**src/rtl/ltpi_uart_tx.sv**
```systemverilog
// ltpi_uart_tx: byte FIFO feeding a UART serialiser (start, LSB-first data,
// optional parity, 1..2 stop bits). Line output is registered and idles high.
module ltpi_uart_tx #(
    parameter int unsigned CLK_DIV    = 868,
    parameter int unsigned DATA_BITS  = 8,
    parameter int unsigned PARITY_EN  = 0,
    parameter int unsigned PARITY_ODD = 0,
    parameter int unsigned STOP_BITS  = 1,
    parameter int unsigned FIFO_DEPTH = 4
) (
    input  logic                          clk,
    input  logic                          reset_n,
    input  logic [7:0]                    tx_data,
    input  logic                          tx_valid,
    output logic                          tx_ready,
    output logic                          uart_tx,
    output logic                          busy,
    output logic [$clog2(FIFO_DEPTH):0]   fifo_level
);

    localparam int          AW        = $clog2(FIFO_DEPTH);
    localparam logic [15:0] DIV_M1    = 16'(CLK_DIV - 1);
    localparam logic [2:0]  LAST_DATA = 3'(DATA_BITS - 1);
    localparam logic [2:0]  LAST_STOP = 3'(STOP_BITS - 1);
    localparam logic [7:0]  DMASK     = 8'((1 << DATA_BITS) - 1);
    localparam logic [AW:0] FULL      = (AW + 1)'(FIFO_DEPTH);

    typedef enum logic [2:0] {
        S_IDLE, S_START, S_DATA, S_PARITY, S_STOP
    } state_e;

    // FIFO storage and bookkeeping
    logic [7:0]    mem_q [FIFO_DEPTH];
    logic [AW-1:0] wptr_q, rptr_q;
    logic [AW:0]   level_q, level_d;
    logic          rdy_q;
    logic          push, pop;
    logic [7:0]    head;

    // Serialiser state
    state_e      state_q, state_d;
    logic [15:0] cnt_q, cnt_d;
    logic [2:0]  bit_q, bit_d;
    logic [7:0]  shift_q, shift_d;
    logic        par_q, par_d;
    logic        tx_q, tx_d;

    assign push = tx_valid && rdy_q;
    assign head = mem_q[rptr_q] & DMASK;

    // Level follows push/pop; a simultaneous push and pop leaves it unchanged
    always_comb begin
        level_d = level_q;
        case ({push, pop})
            2'b10:   level_d = level_q + (AW + 1)'(1);
            2'b01:   level_d = level_q - (AW + 1)'(1);
            default: level_d = level_q;
        endcase
    end

    // FIFO data array; no reset needed, validity is tracked by the level
    always_ff @(posedge clk) begin
        if (push) mem_q[wptr_q] <= tx_data;
    end

    // FIFO pointers, level and registered ready (low through reset)
    always_ff @(posedge clk or negedge reset_n) begin
        if (!reset_n) begin
            wptr_q  <= '0;
            rptr_q  <= '0;
            level_q <= '0;
            rdy_q   <= 1'b0;
        end else begin
            if (push) wptr_q <= wptr_q + AW'(1);
            if (pop)  rptr_q <= rptr_q + AW'(1);
            level_q <= level_d;
            rdy_q   <= (level_d != FULL);
        end
    end

    // Next-state: bit sequencing on the baud down-counter, pop on IDLE or
    // at the end of the last stop bit so frames run back to back
    always_comb begin
        state_d = state_q;
        cnt_d   = cnt_q;
        bit_d   = bit_q;
        shift_d = shift_q;
        par_d   = par_q;
        pop     = 1'b0;
        case (state_q)
            S_IDLE: begin
                if (level_q != '0) begin
                    pop     = 1'b1;
                    shift_d = head;
                    par_d   = (^head) ^ 1'(PARITY_ODD);
                    state_d = S_START;
                    cnt_d   = DIV_M1;
                end
            end
            S_START: begin
                if (cnt_q == '0) begin
                    state_d = S_DATA;
                    bit_d   = '0;
                    cnt_d   = DIV_M1;
                end else begin
                    cnt_d = cnt_q - 16'd1;
                end
            end
            S_DATA: begin
                if (cnt_q == '0) begin
                    shift_d = shift_q >> 1;
                    cnt_d   = DIV_M1;
                    if (bit_q == LAST_DATA) begin
                        bit_d   = '0;
                        state_d = (PARITY_EN != 0) ? S_PARITY : S_STOP;
                    end else begin
                        bit_d = bit_q + 3'd1;
                    end
                end else begin
                    cnt_d = cnt_q - 16'd1;
                end
            end
            S_PARITY: begin
                if (cnt_q == '0) begin
                    state_d = S_STOP;
                    bit_d   = '0;
                    cnt_d   = DIV_M1;
                end else begin
                    cnt_d = cnt_q - 16'd1;
                end
            end
            S_STOP: begin
                if (cnt_q == '0) begin
                    if (bit_q == LAST_STOP) begin
                        bit_d = '0;
                        if (level_q != '0) begin
                            pop     = 1'b1;
                            shift_d = head;
                            par_d   = (^head) ^ 1'(PARITY_ODD);
                            state_d = S_START;
                            cnt_d   = DIV_M1;
                        end else begin
                            state_d = S_IDLE;
                            cnt_d   = '0;
                        end
                    end else begin
                        bit_d = bit_q + 3'd1;
                        cnt_d = DIV_M1;
                    end
                end else begin
                    cnt_d = cnt_q - 16'd1;
                end
            end
            default: begin
                state_d = S_IDLE;
                cnt_d   = '0;
            end
        endcase
    end

    // Line level is decoded from the next state so it changes on the same
    // edge the state does
    always_comb begin
        tx_d = 1'b1;
        case (state_d)
            S_START:  tx_d = 1'b0;
            S_DATA:   tx_d = shift_d[0];
            S_PARITY: tx_d = par_d;
            default:  tx_d = 1'b1;
        endcase
    end

    // Serialiser registers; reset truncates any frame and returns line high
    always_ff @(posedge clk or negedge reset_n) begin
        if (!reset_n) begin
            state_q <= S_IDLE;
            cnt_q   <= '0;
            bit_q   <= '0;
            shift_q <= '0;
            par_q   <= 1'b0;
            tx_q    <= 1'b1;
        end else begin
            state_q <= state_d;
            cnt_q   <= cnt_d;
            bit_q   <= bit_d;
            shift_q <= shift_d;
            par_q   <= par_d;
            tx_q    <= tx_d;
        end
    end

    assign tx_ready   = rdy_q;
    assign uart_tx    = tx_q;
    assign busy       = (state_q != S_IDLE) || (level_q != '0);
    assign fifo_level = level_q;

endmodule
```
**config.mk**
```make
export PLATFORM = sky130hd
export DESIGN_NAME = ltpi_uart_tx
export DESIGN_NICKNAME = d
export VERILOG_FILES = /design/src/rtl/ltpi_uart_tx.sv
export SDC_FILE = /design/constraint.sdc
export NUM_CORES = 1
export LEC_CHECK = 0
export CAP_MARGIN = 10
export CORE_AREA = 3 3 114 116
export CTS_CLUSTER_DIAMETER = 150
export DETAILED_ROUTE_END_ITERATION = 6
export DIE_AREA = 0 0 117 119
export PLACE_DENSITY = 0.47
export SLEW_MARGIN = 10
export SYNTH_ARGS = -nofsm -noshare
export SYNTH_HDL_FRONTEND = slang
export SYNTH_SLANG_ARGS = --single-unit
export TNS_END_PERCENT = 1
```
**constraint.sdc**
```tcl
create_clock -name clk -period 5.9 [get_ports clk]
set_input_delay 0.59 -clock clk [delete_from_list [all_inputs] [get_ports clk]]
set_output_delay 0.59 -clock clk [all_outputs]
set_load 0.03 [all_outputs]
```
# Word level (Yosys, flattened, before mapping)

Memory sizes are Yosys's and may differ from the RTL's.
Cells that the tools add are included.

Add/sub/neg operators: 6
Equal/unequal tests: 16
Muxes and demuxes: 38
Reduce and logical (&&, ||, !) cells: 14

Operators by type and width:

| kind                  | number |
|---|---|
| $mux 16               | 4 |
| $pmux 16 s3           | 1 |
| $mux 3                | 12 |
| $mux 8                | 4 |
| $pmux 8 s3            | 1 |
| $logic_not 16->1      | 1 |
| $sub 16x1->16 const B | 1 |
| $pmux 3 s5            | 1 |
| $eq 3x2->1 const B    | 4 |
| $reduce_bool 3->1     | 4 |
| $mux 10               | 1 |
| $mux 1                | 9 |
| $pmux 3 s3            | 1 |
| $ne 2x2->1 const B    | 4 |
| $reduce_and 4->1      | 2 |
| $reduce_xor 8->1      | 1 |
| $add 3x1->3 const B   | 2 |
| $eq 3x1->1 const B    | 2 |
| $eq 3x3->1 const B    | 2 |
| $logic_not 3->1       | 2 |
| $pmux 3 s2            | 1 |
| $add 2x1->2 const B   | 2 |
| $pmux 1 s2            | 2 |
| $ne 3x3->1 const B    | 1 |
| other kinds (9)       | 9 |

Register bits: 40
Memory bits (writable): 32
Input bits: 11
Output and inout port bits: 6
Memories: 1

Memory list:

| memory | words | bits a word | read ports | clocked after Yosys merged registers in | write ports | line | source |
|---|---|---|---|---|---|---|---|
| mem_q  | 4     | 8           | 1          | 0                                       | 1           | 33   | `logic [7:0] mem_q [FIFO_DEPTH];` |

# Logic depth before layout (Yosys ltp)

Depth after elaboration: 8
Gate-level depth with buffers: 15

# Worst setup path before layout

Ideal clock, no wire load.

Kind: register to register
Start: register cnt_q[0]
End: register rdy_q, in the netlist tx_ready
Setup time: 0.125 ns
Arrival: 2.665 ns
Required time: 5.775 ns
Path slack: 3.110 ns
Cell stages (with the launch flop): 16
Buffers on the path: 2
Cell sequence: dfrtp_1 > inv_1 > ha_1 > nor3b_1 > and4_1 > buf_4 > nand2_2 > a21oi_4 > buf_6 > ha_1 > inv_1 > fa_1 > xor2_1 > nor2_1 > xor2_1 > nand2_1

Longest elaborated chain between the ends: 6
Elaborated cells between the ends (all ways): 7
Those cells by class: eq/ne: 3; mux: 3; reduce/logical: 1

Ends and longest elaborated chain:

| element                                         | line | source |
|---|---|---|
| start, declared                                 | 42   | `logic [15:0] cnt_q, cnt_d;` |
| start signal, assigned                          | 184  | `cnt_q <= cnt_d;` |
| $logic_not 16->1 *                              | 133  | `if (cnt_q == '0) begin` |
| $mux 1 *                                        | 133  |  |
| $pmux 1 s2 *                                    | 90   | `case (state_q)` |
| net pop                                         | 37   | `logic push, pop;` |
| $eq 2x1->1 / $eq 2x2->1 (equally long branches) | 54   | `case ({push, pop})` |
| $pmux 3 s2 *                                    | 54   |  |
| net level_d[2]                                  | 35   | `logic [AW:0] level_q, level_d;` |
| $ne 3x3->1 *                                    | 77   | `rdy_q <= (level_d != FULL);` |
| end signal, assigned                            | 77   |  |
| end, declared                                   | 36   | `logic rdy_q;` |

The timed path passes the listed nets; every way through them passes the cells marked *.
A chain may end at the register's enable or synchronous reset.

# Worst setup path in the final report

Start: register state_q[2]
End: output busy

Longest elaborated chain between the ends: 2

Ends and longest elaborated chain:

| element                | line | source |
|---|---|---|
| start, declared        | 41   | `state_e state_q, state_d;` |
| start signal, assigned | 183  | `state_q <= state_d;` |
| $reduce_bool 3->1      | 194  | `assign busy = (state_q != S_IDLE) \|\| (level_q != '0);` |
| $logic_or 1x1->1       | 194  |  |
| end, declared          | 17   | `output logic busy,` |

Every way passes these cells.

==> results_dict.tcl <==
set metrics [dict create \
    outcome "finished, final reports clean" \
    end_kind "output port" \
    p_clk_share_pct 39.4 \
    swShare_pct 28.47 \
    clock_skew_ns 0.005840 \
    p_leak_uw 0.001556 \
    cts_setup_buffers 0 \
    crit_fanout 21 \
    die_w_um 117 \
    synth-edff-count 32 \
    port_buffers 16 \
    drt-total-wl_um 7322 \
    hold_path.class "primary input to async pin" \
    cp_data_arrival_time_ns 2.90 \
    path_clk_slew_ns 0.06 \
    die_y_um 119 \
    finalSetupViolCount 0 \
    period_share_pct 59.07 \
    hold_viol_final 0 \
    tns_ns 0 \
    cellInternalPower_uw 973.1 \
    synth_nets 331 \
    use_met1_pct 16.14 \
    synth_top_area_cell "dfrtp_1" \
    cts_buffers 9 \
    gp_congestion 0.7466 \
    worst_path_max_delay_cell "clkdlybuf4s50_1" \
    nNetsFinal 345 \
    critPathLaunchType "flop" \
    final.setup.worst_slack_ns 2.415 \
    ys_types 57 \
    synth_fa_ha_area_share_pct 4.588 \
    relSlewSlack_pct 38.29 \
    muxShareOfSynthArea_pct 5.596 \
    ys_ff_latch 72 \
    clk_latency_ns 0.34 \
    synth_top_family_by_area "simple AND/OR/NAND/NOR gates" \
    yosys-top-cells-area "dfrtp_1 27%, edfxtp_1 27%, mux4_2 5.0%, ha_1 3.5%, o21ai_0 2.9%" \
    core_area_sq_mm 0.01201 \
    crit_type "flop to output port" \
    grt_usage_pct 11.71 \
    vias_per_cell 5.004 \
    vias 2377 \
    yosys.area_share.simple_pct 15.61 \
    path_cells "or3_1, nor2_1, inv_1, clkdlybuf4s50_1" \
    drive_gt1_share_pct 11.59 \
    cts_tree "built" \
    maxSlewViolCount 0 \
    final_core_util_pct 34.72 \
    synth_cells 309 \
    pre_cts_slack_ns 2.641 \
    remaining_drc_errors 0 \
    cts_root_buffer "clkbuf_16" \
    power_switching_uw 387.3 \
    rows 40 \
    grt-ovfl-total 0 \
    cts_hold_buffers 0 \
    synth_compound_area_share_pct 12.83 \
    drt_first_pass_iters 4 \
    peakVddDrop_uv 201.8 \
    syn_area_per_cell_sq_um 11.65 \
    grt_start_max_net_pins 41 \
    cts_resized 0 \
    use_met3_pct 3.455 \
    clock_path_buffers 2 \
    grt_pass1_wl_um 12710 \
    initial_core_util_pct 29.97 \
    cp.required_ns 5.31 \
    yosysWarningCount 0 \
    io_pins 17 \
    max_slew.worst_pin.slew_ns 0.9257 \
    slowest_delay_ns 0.64 \
    powerDensity_mw_per_mm2 326.2 \
    drv_cap 0 \
    use_met2_pct 17.46 \
    fin_crit_ns 3.485 \
    drtAntennaViolNets 0 \
    rsz0062_at_grt "false" \
    post-dp-hpwl_um 5143 \
    area_delta_synth_final_pct 15.85 \
    async_flop_share_pct 55.56 \
    grt_pass1_vias 2454 \
    combPwrFrac_pct 15.0 \
    pwr-share-seq_pct 45.6 \
    routedWlPerCell_um 15.41 \
    antenna_cells 0 \
    drtIter0Drc 98 \
    max_freq_mhz 286.9 \
    synth_top_area_share_pct 27.11 \
    clkSinkCount 72 \
    die_area_sq_mm 0.01392 \
    synthXorXnorAreaFrac_pct 3.650 \
    htree_levels 3 \
    syn_area_sq_mm 0.003600 \
    grt.busiest_layer "met2" \
    antenna_found_initial 0 \
    ys.flop_type "dfrtp_1" \
    seq_area_frac_synth_pct 54.54 \
]
## layout by cell type (no fill, tap or decap), drive strengths merged, types with 4 or more instances in the layout
cell type	instances
edfxtp	32
ha	10
a21oi	16
xnor2	11
and3	6
nor3	7
nand2b	5
clkdlybuf4s50	15
nand3	13
inv	19
o21ai	31
mux4	8
nand2	24
clkbuf	9
nor2	19
xor2	4
dfrtp	39
a221o	6
and2	6
## through the flow
stage          hold WS (ns)  total power [uW]  instances  instance area [sq um]
4_1_cts              0.4380              1385        475                   4170
2_1_floorplan        0.2944             761.5        309                   3600
3_5_place_dp         0.4960             839.9        459                   3876
6_report             0.3823              1360        475                   4170
3_3_place_gp         0.5032             838.3        459                   3876
5_1_grt              0.4722              1437        475                   4170
## power groups by stage
stage	logic [uW]	clock network (uW)	registers [uW]
6_report	204	537	620
4_1_cts	211	552	621
2_1_floorplan	115	0	647
3_3_place_gp	209	0	630
3_5_place_dp	208	0	631
5_1_grt	232	579	627
## metal layers
metal,part of all wire (%),vias up
met5,0,-
met4,1.6,0
met3,3.5,10
met2,46,36
met1,48,1164
li1,-,1167
## state kept, by name, summed over array words and instances (netlist names)
name and count:
uart_tx 1, fifo_level 3, tx_ready 1, rptr_q 2, bit_q 3, wptr_q 2
shift_q 8, par_q 1, state_q 3, cnt_q 16, mem_q 32
## path summary, 6_finish.rpt
kind,start,end,slack (ns),cells after the start
worst max-delay path,state_q[2]$_DFF_PN0_,busy,2.41,4
worst min-delay path,reset_n,cnt_q[13]$_DFFE_PN0P_,0.38,1
worst max register to register,cnt_q[0]$_DFFE_PN0P_,tx_ready$_DFF_PN0_,2.64,13
worst min register to register,cnt_q[14]$_DFFE_PN0P_,cnt_q[14]$_DFFE_PN0P_,0.51,1
max in group asynchronous,reset_n,cnt_q[6]$_DFFE_PN0P_,4.93,1
min in group clk,cnt_q[14]$_DFFE_PN0P_,cnt_q[14]$_DFFE_PN0P_,0.51,1
## critical path, delay by kind of cell, from the launching register on
family / cells / cell delay, ns
AND/OR/NAND/NOR: 2 / 1.07
buffers and inverters: 2 / 0.86
flip-flops: 1 / 0.63
## synth_stat cells, drive strengths merged (6+ instances only)
| cell | number |
|---|---|
| dfrtp | 39 |
| edfxtp | 32 |
| o21ai | 31 |
| nand2 | 24 |
| nor2 | 19 |
| a21oi | 16 |
| inv | 14 |
| nand3 | 13 |
| xnor2 | 11 |
| ha | 10 |
| clkbuf | 8 |
| mux4 | 8 |
| nor3 | 7 |
| a221o | 6 |
| and2 | 6 |
| and3 | 6 |
## cells by family after synthesis
kind of cell             Yosys count
AND/OR/NAND/NOR                  101
multiplexers                      10
flip-flops                        72
buffers and inverters             27
XOR/XNOR                          15
AO/OA/AOI/OAI                     71
adder cells (fa/ha/maj)           13
## cell type report
type | count | area (sq um)
clock buffer | 9 | 225.2
clock inverter | 7 | 68.82
fill | 1217 | 7841
inverter | 14 | 52.55
multi-input combinational | 210 | 1521
sequential | 72 | 1963
tap | 147 | 183.9
timing repair buffer | 16 | 155.1
Note: power is estimated with default switching activity, not from simulation.
